## config.mk

```make
export PLATFORM = sky130hd
export DESIGN_NAME = uart_tx_param
export DESIGN_NICKNAME = d
export VERILOG_FILES = /design/src/rtl/uart_tx_param.sv
export SDC_FILE = /design/constraint.sdc
export NUM_CORES = 1
export LEC_CHECK = 0
export CAP_MARGIN = 20
export CORE_ASPECT_RATIO = 0.7
export CORE_MARGIN = 2
export CORE_UTILIZATION = 57
export CTS_CLUSTER_SIZE = 20
export DETAILED_ROUTE_END_ITERATION = 16
export PLACE_DENSITY = 0.89
export RECOVER_POWER = 100
export REMOVE_ABC_BUFFERS = 1
export SYNTH_ARGS = -nofsm -noshare
export SYNTH_HDL_FRONTEND = slang
export SYNTH_SLANG_ARGS = --single-unit
```

## constraint.sdc

```tcl
create_clock -name clk_i -period 2.95 [get_ports clk_i]
set_clock_uncertainty 0.05 [all_clocks]
set_input_delay 0.59 -clock clk_i [delete_from_list [all_inputs] [get_ports clk_i]]
set_output_delay 0.59 -clock clk_i [all_outputs]
set_load 0.01 [all_outputs]
```

## src/rtl/uart_tx_param.sv

```systemverilog
// ---------------------------------------------------------------------------
// uart_tx_param
//
// Parametrised UART transmitter. It accepts one word per valid/ready
// handshake and sends it out LSB first as a frame:
//   start bit, data bits, optional parity bit, stop bit(s).
// Every bit lasts OVERSAMPLE clock cycles.
// Parity is chosen per word at run time. clk_enable_o lets an external clock
// gate stop the bit-rate logic while the transmitter is idle.
//
// Parameters
//   DATA_BITS   data bits per frame (5..9)
//   OVERSAMPLE  clock cycles per bit period (2..256)
//   STOP_BITS   number of stop bits (1 or 2)
//
// Optional feature macro: UART_TX_BREAK_EN
//   When this macro is defined, the design gains a send_break_i input and a
//   BREAK state. Holding send_break_i in IDLE drives the line low. When the
//   input is released, the block sends a full stop period and then DONE.
//
// Ports
//   clk_i          system clock, never gated
//   rst_ni         asynchronous active-low reset
//   tx_valid_i     word available on tx_data_i
//   tx_ready_o     block can accept a word (state == IDLE)
//   tx_data_i      word to send, LSB first
//   parity_mode_i  00 none, 01 even, 10 odd, 11 none
//   send_break_i   hold line low (only with UART_TX_BREAK_EN)
//   tx_o           serial line, idle high
//   busy_o         frame in progress
//   tx_done_o      one-cycle pulse at end of frame
//   state_o        FSM state, for debug
//   clk_enable_o   clock-gate enable for bit-rate logic
// ---------------------------------------------------------------------------
module uart_tx_param #(
    parameter int DATA_BITS  = 8,
    parameter int OVERSAMPLE = 16,
    parameter int STOP_BITS  = 1
) (
    input  logic                 clk_i,
    input  logic                 rst_ni,
    input  logic                 tx_valid_i,
    output logic                 tx_ready_o,
    input  logic [DATA_BITS-1:0] tx_data_i,
    input  logic [1:0]           parity_mode_i,
`ifdef UART_TX_BREAK_EN
    input  logic                 send_break_i,
`endif
    output logic                 tx_o,
    output logic                 busy_o,
    output logic                 tx_done_o,
    output logic [2:0]           state_o,
    output logic                 clk_enable_o
);

    localparam int BAUD_W = $clog2(OVERSAMPLE);
    localparam int BIT_W  = $clog2(DATA_BITS);

    typedef enum logic [2:0] {
        IDLE   = 3'd0,
        START  = 3'd1,
        DATA   = 3'd2,
        PARITY = 3'd3,
        STOP   = 3'd4,
        DONE   = 3'd5
`ifdef UART_TX_BREAK_EN
        ,BREAK = 3'd6
`endif
    } state_t;

    state_t                 state_q;
    logic [BAUD_W-1:0]      baud_q;
    logic [BAUD_W-1:0]      baud_d;
    logic [BIT_W-1:0]       bit_q;
    logic [DATA_BITS-1:0]   shift_q;
    logic                   parity_q;
    logic                   use_par_q;
    logic                   tx_q;
    logic                   busy_q;
    logic                   done_q;
    logic                   ce_q;
    logic                   baud_last;

    // The baud counter wraps on its terminal count. In every bit state, the
    // wrap edge is the edge where the FSM moves to the next bit.
    assign baud_last = (baud_q == BAUD_W'(OVERSAMPLE - 1));
    assign baud_d    = baud_last ? '0 : baud_q + BAUD_W'(1);

    // Single FSM with registered outputs. tx, busy and state are updated on
    // the same edge, so the line never glitches between states. bit_q counts
    // data bits in DATA and is reused as the stop-bit counter in STOP.
    always_ff @(posedge clk_i or negedge rst_ni) begin
        if (!rst_ni) begin
            state_q   <= IDLE;
            baud_q    <= '0;
            bit_q     <= '0;
            shift_q   <= '0;
            parity_q  <= 1'b0;
            use_par_q <= 1'b0;
            tx_q      <= 1'b1;
            busy_q    <= 1'b0;
            done_q    <= 1'b0;
            ce_q      <= 1'b0;
        end else begin
            done_q <= 1'b0;
            case (state_q)
                IDLE: begin
                    baud_q <= '0;
                    bit_q  <= '0;
                    tx_q   <= 1'b1;
                    busy_q <= 1'b0;
                    ce_q   <= 1'b0;
`ifdef UART_TX_BREAK_EN
                    // Break has priority over data; no word is accepted here.
                    if (send_break_i) begin
                        state_q <= BREAK;
                        tx_q    <= 1'b0;
                        busy_q  <= 1'b1;
                        ce_q    <= 1'b1;
                    end else
`endif
                    if (tx_valid_i) begin
                        // Parity is fixed at accept time. Mode bit 1 selects
                        // odd parity. Either mode bit alone enables parity.
                        state_q   <= START;
                        shift_q   <= tx_data_i;
                        parity_q  <= (^tx_data_i) ^ parity_mode_i[1];
                        use_par_q <= parity_mode_i[0] ^ parity_mode_i[1];
                        tx_q      <= 1'b0;
                        busy_q    <= 1'b1;
                        ce_q      <= 1'b1;
                    end
                end
                START: begin
                    baud_q <= baud_d;
                    if (baud_last) begin
                        state_q <= DATA;
                        tx_q    <= shift_q[0];
                        shift_q <= shift_q >> 1;
                    end
                end
                DATA: begin
                    baud_q <= baud_d;
                    if (baud_last) begin
                        if (bit_q == BIT_W'(DATA_BITS - 1)) begin
                            bit_q <= '0;
                            if (use_par_q) begin
                                state_q <= PARITY;
                                tx_q    <= parity_q;
                            end else begin
                                state_q <= STOP;
                                tx_q    <= 1'b1;
                            end
                        end else begin
                            bit_q   <= bit_q + BIT_W'(1);
                            tx_q    <= shift_q[0];
                            shift_q <= shift_q >> 1;
                        end
                    end
                end
                PARITY: begin
                    baud_q <= baud_d;
                    if (baud_last) begin
                        state_q <= STOP;
                        tx_q    <= 1'b1;
                    end
                end
                STOP: begin
                    baud_q <= baud_d;
                    if (baud_last) begin
                        if (bit_q == BIT_W'(STOP_BITS - 1)) begin
                            state_q <= DONE;
                            bit_q   <= '0;
                            busy_q  <= 1'b0;
                            done_q  <= 1'b1;
                        end else begin
                            bit_q <= bit_q + BIT_W'(1);
                        end
                    end
                end
                DONE: begin
                    state_q <= IDLE;
                    tx_q    <= 1'b1;
                    busy_q  <= 1'b0;
                    ce_q    <= 1'b0;
                end
`ifdef UART_TX_BREAK_EN
                BREAK: begin
                    tx_q <= 1'b0;
                    if (!send_break_i) begin
                        state_q <= STOP;
                        tx_q    <= 1'b1;
                        baud_q  <= '0;
                        bit_q   <= '0;
                    end
                end
`endif
                default: begin
                    state_q <= IDLE;
                    tx_q    <= 1'b1;
                    busy_q  <= 1'b0;
                    ce_q    <= 1'b0;
                    baud_q  <= '0;
                    bit_q   <= '0;
                end
            endcase
        end
    end

    assign tx_ready_o   = (state_q == IDLE);
    assign tx_o         = tx_q;
    assign busy_o       = busy_q;
    assign tx_done_o    = done_q;
    assign state_o      = state_q;
    assign clk_enable_o = ce_q;

endmodule

```

After elaboration in Yosys (flattened, before gate mapping)
Index checks and enable logic that the tools add are counted.
{ "word_totals": {"register_bits": 24, "input_bits": 13, "out_inout_bits": 8} }
{ "op_classes": {"addsub": 2, "eq_ne": 15, "n_mux": 36, "bitwise_logic": 5, "n_reduce_logical": 13} }
{ "op_table": {"columns": ["cell", "n"], "rows": [
  ["$mux W3", 12],
  ["$mux W8", 4],
  ["$pmux W8 S3", 1],
  ["$ne A2 B2 Y1 const B", 8],
  ["$pmux W3 S5", 1],
  ["$mux W1", 12],
  ["$eq A3 B3 Y1 const B", 3],
  ["$pmux W3 S3", 1],
  ["$pmux W4 S2", 1],
  ["$reduce_xor A8 Y1", 1],
  ["$reduce_and A7 Y1", 1],
  ["$eq A3 B2 Y1 const B", 2],
  ["$logic_not A3 Y1", 2],
  ["$reduce_and A3 Y1", 2],
  ["$reduce_or A3 Y1", 2],
  ["$pmux W1 S5", 1],
  ["$reduce_and A5 Y1", 1],
  ["$add A4 B1 Y4 const B", 1],
  ["$eq A4 B4 Y1 const B", 1],
  ["$mux W4", 1],
  ["$reduce_and A4 Y1", 1],
  ["$reduce_or A4 Y1", 1],
  ["$add A3 B1 Y3 const B", 1],
  ["$eq A3 B1 Y1 const B", 1],
  ["6 further kinds", 9]
]} }

Depth between registers and ports, before layout
{ "logic_depth": {"ltp_word": 4, "ltp_mapped": 6} }

Least setup slack after synthesis
Ideal clock, no wire load.
{ "synth_timing": {"kind": "flip-flop to flip-flop", "start": "register bit_q[0]", "end": "register shift_q[0]", "setup_ns": 0.079, "t_arrival_ns": 1.817, "required_time_ns": 2.821, "setup_slack_ns": 1.003, "path_stages_with_launch": 7, "path_cell_list": "dfrtp_1 -> ha_1 -> ha_1 -> or3b_4 -> a21oi_4 -> a21boi_4 -> a2bb2oi_1"} }
{ "synth_between": {"elab_chain_len": 3} }
{ "synth_rtl": {"columns": ["element", "line", "rtl"], "rows": [
  ["from (decl)", "74", "logic [BIT_W-1:0] bit_q;"],
  ["from (signal assigned)", "155", "bit_q <= bit_q + BIT_W'(1);"],
  ["from (signal assigned)", "177", "bit_q <= bit_q + BIT_W'(1);"],
  ["$eq A3 B3 Y1", "145", "if (bit_q == BIT_W'(DATA_BITS - 1)) begin"],
  ["$ne A2 B2 Y1 (no line)", null, null],
  ["$reduce_and A5 Y1 (no line)", null, null],
  ["to (signal assigned)", "126", "shift_q <= tx_data_i;"],
  ["to (signal assigned)", "139", "shift_q <= shift_q >> 1;"],
  ["to (signal assigned)", "157", "shift_q <= shift_q >> 1;"],
  ["to (decl)", "75", "logic [DATA_BITS-1:0] shift_q;"]
]} }
No other way between the ends.
A chain may end at the register's enable or synchronous reset.

Worst setup path in the final report
{ "layout_timing": {"start": "register state_q[2], in the netlist state_o[2]", "end": "output tx_ready_o"} }
{ "layout_between": {"elab_chain_len": 1} }
{ "layout_rtl": {"columns": ["element", "line", "rtl"], "rows": [
  ["from (decl)", "71", "state_t state_q;"],
  ["from (signal assigned)", "94", "state_q <= IDLE;"],
  ["from (signal assigned)", "125", "state_q <= START;"],
  ["from (signal assigned)", "137", "state_q <= DATA;"],
  ["$logic_not A3 Y1", "210", "assign tx_ready_o = (state_q == IDLE);"],
  ["to (decl)", "43", "output logic tx_ready_o,"]
]} }
No other way between the ends.

==> key figures <==
Routing
  • Number of DRC markers in iteration 0: 106
  • WL/cell: 17.0 um
  • Routed vias/inst: 6.12
  • Vias: 1255
  • First-pass detailed-route iteration total: 4
  • Remaining DRCs: 0
  • DRT Wirelength: 3490 um
  • Antenna-violating nets left: 0

Clocking
  • Max H-tree Level: 1
  • Worst-skew pair later-pin latency: 0.32 ns
  • TritonCTS buffer count: 3
  • CTS tree: done
  • Hold buffers post-CTS: 0
  • CTS Root Buffer Type: clkbuf_4
  • Max Buffers Root-to-Sink: 2
  • CTS clk-pin slew, worst paths: 0.13 ns
  • Resize count post-CTS: 0
  • Postcts setup bufs: 0
  • Number of clock sinks: 24

Logic synthesis
  • Seq/Total Area, Yosys: 41.8%
  • Post-Synth Adder-Cell Area: 3.48%
  • Netlist cell types: 44
  • Syn Inst Count: 150
  • Xor-xnor portion of the synthesized cell area: 6.43%
  • Area contributors post-synth: dfrtp_1 40%, a2bb2oi_1 4.3%, a21oi_1 3.5%, ha_1 3.5%, o21ai_0 3.5%
  • Simple-gate share of the synthesized area: 14.7%
  • Post-synthesis mux area share: 3.65%
  • Syn avg cell area: 9.60 um^2
  • Synth Register Bits: 24
  • Largest family of logic cells by synthesized area: compound AO/OA/AOI/OAI gates
  • Compound-Gate Fraction of Synth Area: 25.5%
  • Area share of the leading cell type in the synthesized netlist: 40.0%
  • Syn Std Cell Area: 0.00144 mm^2
  • Yosys top cell by area: dfrtp_1
  • Ys Warns: 0

Pwr
  • IR drop worst, VDD: 0.416 mV
  • P per Cell Area: 988 mW/mm^2
  • Static leakage: 0.713 nW
  • PnR Total Power: 1.67 mW

Placed design
  • Post-place instance area: 0.00168 mm^2
  • Setup Slack @ Placement: 0.689 ns
  • I/O Buffers: 20
  • DP HPWL: 2550 um
  • Routability Congestion: 0.841
  • Placed instance count: 201

Cells and area
  • Share of post-route cells with drive strength above 1: 7.60%
  • Fill cells: 187
  • Ant. Diodes: 0
  • Utilization after layout: 70.0%
  • Final instance area: 0.00169 mm^2
  • Fin nets: 189
  • Layout Cells excl Fill: 205
  • Area Growth Syn to Fin: 17.6%

STA
  • Peak Freq: 0.402 GHz
  • Worst-Margin Slew: 1.34 ns
  • Final setup viols: 0
  • Hold WS: 0.493 ns
  • Final Hold Fails: 0
  • Slew Limit Fails: 0
  • Crit path setup slack, layout: 0.463 ns
  • RSZ-0062 raised after global routing: false
  • Max-Slew Margin vs Limit: 10.7%
  • Setup TNS: 0 ns
  • Min cycle time layout: 2.49 ns
  • Period utilization: 84.3%

Floorplanning
  • Row count: 15
  • IO Count: 21
  • Die ar.: 0.00295 mm^2
  • Die Y-Extent: 46.1 um
  • Core area: 0.00242 mm^2
  • DIE WIDTH: 64.1 um
  • Initial Util: 59.5%

Worst setup path
  • Data arrival, critical path: 1.85 ns
  • FF-to-FF setup slack: 0.49 ns
  • CP endpoint kind: output pin
  • WP data required: 2.31 ns
  • Worst flop-to-flop path endpoint: shift_q[2]
  • Crit. Startpoint: state_o[2]
  • Crit path kind: flip-flop to output pin
  • Largest fanout on the critical path: 4
  • Reg2Reg Depth: 6
  • Crit start category: flip-flop
  • Critical Path End: tx_ready_o
  • R2r startpoint: bit_q[0]

Global routing
  • First-pass GRT wire length: 5820 um
  • Vias in the first global route: 1150
  • Initial antenna violation count: 0
  • Total global-route track usage: 27.1%
  • Largest net degree at the start of global routing: 25
  • Total congestion overflow: 0

Hold path
  • Hold Crit Depth: 2
  • Class of the worst hold path: flip-flop to flip-flop

Outcome
  • Outcome: complete, no violations

Run
  • Max-cap violation count: 0
## cell families after synthesis
| group | after synthesis |
|---|---|
| DFF | 24 |
| muxes | 5 |
| AOI/OAI and AO/OA | 51 |
| and+or+nand+nor | 41 |
| buffers and inverters | 16 |
| xor gates and xnor gates | 9 |
| adders and majority gates | 4 |
## report_power, final
group	internal, mW	switching (mW)	leakage (nW)	total, mW
logic	0.434	0.491	0.399	0.925
registers	0.470	0.0992	0.293	0.569
clock network	0.0755	0.104	0.0210	0.179
## per-layer routing
metal  routed length, um  part of all wire, %  track usage [%]
met1                1610                   46             36.6
met2                1660                   48             45.4
met3                 192                  5.5             6.36
met4                  22                 0.63             6.09
met5                   0                    0                0
## cells in the mapped netlist, drive strengths merged
master and number:
a221oi 2, a211oi 1, nand3 4, nor3 1, a2bb2oi 7, o22a 1
a41oi 1, o32ai 1, nand2 12, dfrtp 23, or2 1, or3 3
or3b 1, nand4 1, inv 9, dfstp 1, mux2 2, a21oi 11
buf 5, mux2i 3, and2 1, o41ai 1, a21boi 2, clkbuf 2
xor2 3, nand2b 3, nor3b 1, o221ai 1, a31oi 1, nor2 8
xnor2 5, xnor3 1, ha 4, o22ai 8, and3 1, o21bai 2
a21o 1, nor2b 4, o21ai 10, o2bb2ai 1
## worst min path at each step
stage,from,end
CTS,shift_q[7],shift_q[7]
detailed placement,shift_q[7],shift_q[7]
floorplan,rst_ni,baud_q[0]
global route,tx_o,tx_o
finish,tx_o,tx_o
global placement,parity_q,parity_q
## cells in the final DEF (no fill, tap or decap), drive strengths merged, types with 2 or more instances in the layout
cell / count
xnor2: 5
clkdlybuf4s50: 11
buf: 3
nand2b: 3
inv: 9
a2bb2oi: 7
dlygate4sd3: 9
dfrtp: 23
nand2: 12
o21ai: 10
o21bai: 2
nor2b: 4
a21boi: 2
a221oi: 2
mux2: 2
nor2: 8
o22ai: 8
a21oi: 11
nand3: 4
mux2i: 3
clkbuf: 5
or3: 3
xor2: 3
ha: 4
## flip-flops by register name, summed over array words and instances, names as in the netlist
name	cells
state_o	3
shift_q	8
use_par_q	1
tx_done_o	1
busy_o	1
bit_q	3
parity_q	1
baud_q	4
tx_o	1
clk_enable_o	1
## worst max-delay path, stage by stage (launching register included)
cell	delay, ns
dfrtp_1	0.43
or3_4	0.42
inv_1	0.08
dlygate4sd3_1	0.60
## final cells by class
type | instances | area [um^2] | area share [%]
clock buffers | 4 | 36.3 | 2.14
inverters | 9 | 33.8 | 1.99
multi-input cells | 110 | 753 | 44.5
flip-flops and latches | 24 | 602 | 35.5
well taps | 34 | 42.5 | 2.51
repair buffers | 24 | 226 | 13.4
Note: power is estimated with default switching activity, not from simulation.
